### src/rtl/morph_window_stream_pkg.sv
// rtl/morph_window_stream_pkg.sv - shared morphology mode encodings and element indexing
package morph_window_stream_pkg;

    typedef enum logic {
        MODE_DILATE = 1'b0,
        MODE_ERODE  = 1'b1
    } morph_mode_e;

    // y = 0 is the oldest row, x = 0 the oldest column; the live pixel is the top bit
    function automatic int elem_bit(input int y, input int x, input int kw);
        return y * kw + x;
    endfunction

endpackage

### src/rtl/morph_window_reduce.sv
// rtl/morph_window_reduce.sv - combinational dilate/erode reduction over a masked window
module morph_window_reduce
    import morph_window_stream_pkg::*;
#(
    parameter int N = 9
) (
    input  logic [N-1:0] window,
    input  logic [N-1:0] element,
    input  logic [N-1:0] valid_mask,
    input  logic         mode,
    output logic         pixel
);

    logic dil;
    logic ero;

    // Masked-off positions act as padding: 0 for dilate, 1 for erode
    always_comb begin
        dil   = |(window & element & valid_mask);
        ero   = &(window | ~element | ~valid_mask);
        pixel = (mode == MODE_ERODE) ? ero : dil;
    end

endmodule

### src/rtl/morph_window_stream.sv
// rtl/morph_window_stream.sv - streaming binary dilate/erode with bottom-right anchored window
module morph_window_stream
    import morph_window_stream_pkg::*;
#(
    parameter int IMG_W = 8,
    parameter int K_W   = 3,
    parameter int K_H   = 3,
    parameter logic [K_W*K_H-1:0] ELEM_RST = '1
) (
    input  logic               clk,
    input  logic               rst,
    input  logic               cfg_load,
    input  logic [K_W*K_H-1:0] cfg_element,
    input  logic               cfg_mode,
    input  logic               in_valid,
    input  logic               in_sof,
    input  logic               in_pixel,
    output logic               out_valid,
    output logic               out_sof,
    output logic               out_eol,
    output logic               out_pixel
);

    localparam int N  = K_W * K_H;
    localparam int CW = $clog2(IMG_W);
    localparam int RW = (K_H > 1) ? $clog2(K_H) : 1;
    localparam int LB = (K_H > 1) ? K_H - 1 : 1;
    localparam int WR = (K_W > 1) ? K_W - 1 : 1;

    logic [CW-1:0]              col_q;
    logic [RW-1:0]              row_q;
    logic                       first_q;
    logic [LB-1:0][IMG_W-1:0]   lb_q;
    logic [K_H-1:0][WR-1:0]     cw_q;
    logic [N-1:0]               elem_sh_q;
    logic [N-1:0]               elem_act_q;
    logic                       mode_sh_q;
    logic                       mode_act_q;

    logic                       sof_eff;
    logic [CW-1:0]              col_eff;
    logic [RW-1:0]              row_eff;
    logic                       last_col;
    logic [N-1:0]               elem_use;
    logic                       mode_use;
    logic [K_H-1:0]             cur_col;
    logic [N-1:0]               window;
    logic [N-1:0]               valid_mask;
    logic                       red_pixel;

    // The first pixel after reset starts a frame even without in_sof
    always_comb begin
        sof_eff  = in_sof | first_q;
        col_eff  = sof_eff ? '0 : col_q;
        row_eff  = sof_eff ? '0 : row_q;
        last_col = (col_eff == CW'(IMG_W - 1));
        elem_use = elem_act_q;
        mode_use = mode_act_q;
        if (in_valid && sof_eff) begin
            elem_use = cfg_load ? cfg_element : elem_sh_q;
            mode_use = cfg_load ? cfg_mode    : mode_sh_q;
        end
    end

    // Column-addressed line buffers: lb_q[j][c] holds column c of row r-1-j
    always_comb begin
        cur_col = '0;
        for (int y = 0; y < K_H; y++) begin
            if (y == K_H - 1)
                cur_col[y] = in_pixel;
            else
                cur_col[y] = lb_q[(y < K_H - 1) ? (K_H - 2 - y) : 0][col_eff];
        end
    end

    always_comb begin
        window     = '0;
        valid_mask = '0;
        for (int y = 0; y < K_H; y++) begin
            for (int x = 0; x < K_W; x++) begin
                int d;
                int e;
                d = K_W - 1 - x;
                e = K_H - 1 - y;
                window[elem_bit(y, x, K_W)]     = (d == 0) ? cur_col[y] : cw_q[y][(d > 0) ? d - 1 : 0];
                valid_mask[elem_bit(y, x, K_W)] = (d <= int'(col_eff)) && (e <= int'(row_eff));
            end
        end
    end

    morph_window_reduce #(
        .N(N)
    ) u_reduce (
        .window    (window),
        .element   (elem_use),
        .valid_mask(valid_mask),
        .mode      (mode_use),
        .pixel     (red_pixel)
    );

    always_ff @(posedge clk) begin
        if (rst) begin
            col_q      <= '0;
            row_q      <= '0;
            first_q    <= 1'b1;
            lb_q       <= '0;
            cw_q       <= '0;
            elem_sh_q  <= ELEM_RST;
            elem_act_q <= ELEM_RST;
            mode_sh_q  <= MODE_DILATE;
            mode_act_q <= MODE_DILATE;
            out_valid  <= 1'b0;
            out_sof    <= 1'b0;
            out_eol    <= 1'b0;
            out_pixel  <= 1'b0;
        end else begin
            if (cfg_load) begin
                elem_sh_q <= cfg_element;
                mode_sh_q <= cfg_mode;
            end
            out_valid <= in_valid;
            out_sof   <= in_valid & sof_eff;
            out_eol   <= in_valid & last_col;
            out_pixel <= in_valid & red_pixel;
            if (in_valid) begin
                first_q <= 1'b0;
                col_q   <= last_col ? '0 : col_eff + CW'(1);
                if (last_col && (int'(row_eff) < K_H - 1))
                    row_q <= row_eff + RW'(1);
                else
                    row_q <= row_eff;
                if (sof_eff) begin
                    elem_act_q <= elem_use;
                    mode_act_q <= mode_use;
                end
                for (int y = 0; y < K_H; y++) begin
                    cw_q[y][0] <= cur_col[y];
                    for (int k = 1; k < WR; k++)
                        cw_q[y][k] <= cw_q[y][k-1];
                end
                lb_q[0][col_eff] <= in_pixel;
                for (int j = 1; j < LB; j++)
                    lb_q[j][col_eff] <= lb_q[j-1][col_eff];
            end
        end
    end

endmodule

### config.mk
export PLATFORM = sky130hd
export DESIGN_NAME = morph_window_stream
export DESIGN_NICKNAME = d
export VERILOG_FILES = /design/src/rtl/morph_window_stream_pkg.sv /design/src/rtl/morph_window_reduce.sv /design/src/rtl/morph_window_stream.sv
export SDC_FILE = /design/constraint.sdc
export NUM_CORES = 1
export LEC_CHECK = 0
export BUFFER_PORTS_ARGS = -buffer_cell sky130_fd_sc_hd__buf_2
export CAP_MARGIN = 30
export CORE_ASPECT_RATIO = 1.25
export CORE_MARGIN = 2
export CORE_UTILIZATION = 27
export CTS_CLUSTER_DIAMETER = 200
export DETAILED_ROUTE_END_ITERATION = 10
export PLACE_DENSITY = 0.46
export SLEW_MARGIN = 25
export SYNTH_ARGS = -nofsm -noshare
export SYNTH_HDL_FRONTEND = slang
export SYNTH_HIERARCHICAL = 1
export SYNTH_SLANG_ARGS = --single-unit
### constraint.sdc
create_clock -name clk -period 3.1 [get_ports clk]
set_input_delay 0.93 -clock clk [delete_from_list [all_inputs] [get_ports clk]]
set_output_delay 0.93 -clock clk [all_outputs]
set_load 0.05 [all_outputs]
==> run_results.csv <==
group,metric,value,unit
die,row_count,38,
sta,finalClockSkew,0.004642,ns
pwr,irDropWorstVdd,0.0002043,V
setup_path,rr_endpoint,"out_pixel$_SDFF_PP0_",
die,die_x,89.18,um
clock_network,clk_pin_slew_worst_paths,0.09,ns
pwr,pwr_density_cell,469.4,mW/mm^2
yosys,synth_cells,269,
sta,worst_pin_slew,0.6907,ns
clock_network,cts_buffers,5,
layout,design_area,0.002770,mm^2
global_routing,grt_usage,0.1154,
global_routing,grt_pass1_vias,1754,
layout,nFillCells,952,
flow_run,maxCapViolations,0,
yosys,synthTopCellsByArea,"dfxtp_1 43%, mux2i_1 9.4%, nor2_1 5.1%",
setup_path,path_cells,"nor3b_2 -> a221o_1 -> a21oi_4 -> nor2_1 -> nand3b_1 -> o2111ai_1 -> or4_1 -> a21oi_1 -> and2_1",
route,drt_pass1_iterations,4,
route,routed_wl,5336,um
hold_path,min_from,"elem_sh_q[2]$_SDFF_PP1_",
die,pin_count,20,
clock_network,ctsLongestPathBuffers,2,
route,avgRoutedWirePerCell,13.11,um
clock_network,cts_setup_buffers,0,
placement,place_congestion,0.8138,
die,die-area,0.009851,mm^2
layout,regArea,0.001041,mm^2
sta,fin_crit_sh,0.8265,
global_routing,grt_max_degree,29,
clock_network,ctsHoldBuffers,0,
layout,syn2layout_area_growth,13.13,%
yosys,yosysTopAreaCellShare,0.4251,
sta,fmax,390.3,MHz
sta,fin_tns_setup,0,ns
yosys,syn_area,0.002449,mm^2
clock_network,insertion_delay,0.30,ns
setup_path,cp_slowest_cell,"dfxtp_1",
yosys,synth_seq_cells,52,
setup_path,reg2regPathDepth,9,
yosys,synthTopCellsByCount,"52 x dfxtp_1, 33 x nor2_1, 24 x nand2_1, 23 x mux2i_1",
sta,holdWs,0.4803,ns
yosys,async_reset_ff_frac,0,
sta,setup_viol,0,
sta,finalCriticalPeriod,2.562,ns
yosys,ys_types,53,
yosys,yosys.area.top_type,"dfxtp_1",
clock_network,cts_max_level,2,
hold_path,min_path_cells,2,
yosys,ys_warn_count,6,
sta,setup_slack,0.5377,ns
layout,drive_above_1_share,0.1812,
setup_path,crit_required,3.35,ns
die,die-height,110.5,um
yosys,synth.avg_cell_area,9.103,um^2
yosys,ys_seq_area_frac,0.4251,
pwr,p_leak,0.001083,uW
sta,slew_violations,0,
sta,final-hold-violation-count,0,
run_status,status,"finished, final reports clean",
layout,multi_input_area,0.001297,mm^2
die,start_util,0.2799,
layout,layout.nets,304,
setup_path,crit_path_max_fanout,14,
setup_path,critPathLaunchType,"flip-flop",
placement,post_dp_cell_area,0.002663,mm^2
setup_path,slowest_delay,0.73,ns
placement,hpwl,3893,um
setup_path,worstReg2RegStart,"col_q[0]$_SDFFE_PP0P_",
yosys,ys.flop_type,"dfxtp_1",
hold_path,min_to,"elem_sh_q[2]$_SDFF_PP1_",
global_routing,grt-ovfl-total,0,
route,drt_iter0_markers,73,
sta,relSlewSlack,0.5367,
global_routing,antenna_found_initial,0,
setup_path,path_class,"flip-flop to flip-flop",
setup_path,arrival,2.81,ns
global_routing,grt_pass1_wl,8935,um
clock_network,clock_sinks,52,
route,vias_per_cell,4.477,
yosys,synth_enable_flop_cells,0,
layout,utilization,0.3166,
placement,port_buffers,19,
clock_network,post_cts_resized,0,
clock_network,cts_tree,"done",
route,ant_nets,0,
route,drc_errors,0,
placement,place_worst_setup_slack,0.2752,ns
setup_path,setup.worst_path.end_class,"flip-flop",
route,vias,1822,
die,core,0.008748,mm^2
yosys,yosysMostFrequentCell,"dfxtp_1",
setup_path,ff2ff_setup_slack,0.54,ns
clock_network,cts_root_buf,"clkbuf_8",
hold_path,hold_path.class,"flip-flop to flip-flop",
layout,insertedDiodeCount,0,
sta,rsz0062_at_grt,"no",
metal layers:
layer | GRT usage | part of all wire | vias up
met5 | 0 | 0 | -
met3 | 0.02840 | 0.031 | 6
met2 | 0.1872 | 0.49 | 22
met1 | 0.1479 | 0.46 | 829
li1 | - | - | 965
met4 | 0.03682 | 0.015 | 0
cell families (layout without fill, tap and decap cells):
family,after synthesis,in the layout,share of synthesized area
AO/OA/AOI/OAI,50,50,0.1594
adder cells (fa/ha/maj),2,2,0.01022
buffers and inverters,25,42,0.04650
flip-flops,52,52,0.4251
multiplexers,26,26,0.1078
other,1,2,0.001531
AND/OR/NAND/NOR,113,113,0.2494
how the worst max path moves through the flow:
stage	start	end	slack, ns	depth (start not counted)
after floorplan	in_sof	out_pixel$_SDFF_PP0_	0.45	10
after global placement	in_sof	out_pixel$_SDFF_PP0_	0.33	10
after detailed placement	in_sof	out_pixel$_SDFF_PP0_	0.28	10
after CTS	col_q[0]$_SDFFE_PP0P_	out_pixel$_SDFF_PP0_	0.52	9
after global routing	col_q[0]$_SDFFE_PP0P_	out_pixel$_SDFF_PP0_	0.30	9
final	col_q[0]$_SDFFE_PP0P_	out_pixel$_SDFF_PP0_	0.54	9
worst max-delay path, delay by kind of cell (launching register included):
kind,cells,cell delay (ns)
compound gates,4,0.58
simple gates,5,1.22
flops,1,0.73
stage by stage:
| stage | total power, uW | std cells |
|---|---|---|
| after detailed placement | 862.7 | 399 |
| final | 1300 | 407 |
| after CTS | 1332 | 407 |
| after global routing | 1375 | 407 |
| after floorplan | 822.2 | 270 |
| after global placement | 861.4 | 399 |
cell type report:
class,count,area share
flip-flops and latches,52,0.3758
clock inverters,2,0.01265
multi-input cells,193,0.4684
inverters,9,0.01220
clock buffers,6,0.02620
well taps,120,0.05420
repair buffers,25,0.05059
flip-flops by register name, summed over array words and instances (netlist names), 2 cells and up:
| register | flops |
|---|---|
| col_q | 3 |
| lb_q | 16 |
| elem_act_q | 9 |
| cw_q | 6 |
| elem_sh_q | 9 |
| row_q | 2 |
power by group:
group / internal, uW / switching, uW / total (uW) / leakage [uW]
logic: 52.3 / 82.1 / 134 / 0.000602
clock network: 240 / 217 / 456 / 0.0000552
registers: 694 / 15.5 / 710 / 0.000426
total: 986 / 314 / 1300 / 0.00108
cells in the final DEF, fill, tap and decap left out, types with 7 or more instances in the layout:
cell	synthesis	final
buf_2	4	19
dfxtp_1	52	52
inv_1	8	8
mux2i_1	23	23
nand2_1	24	24
nand2b_1	10	10
nand3_1	12	12
nor2_1	33	33
o21ai_0	7	7
o21ai_1	12	12
or2_1	10	10
No activity file was read; power rests on OpenSTA's default activity.
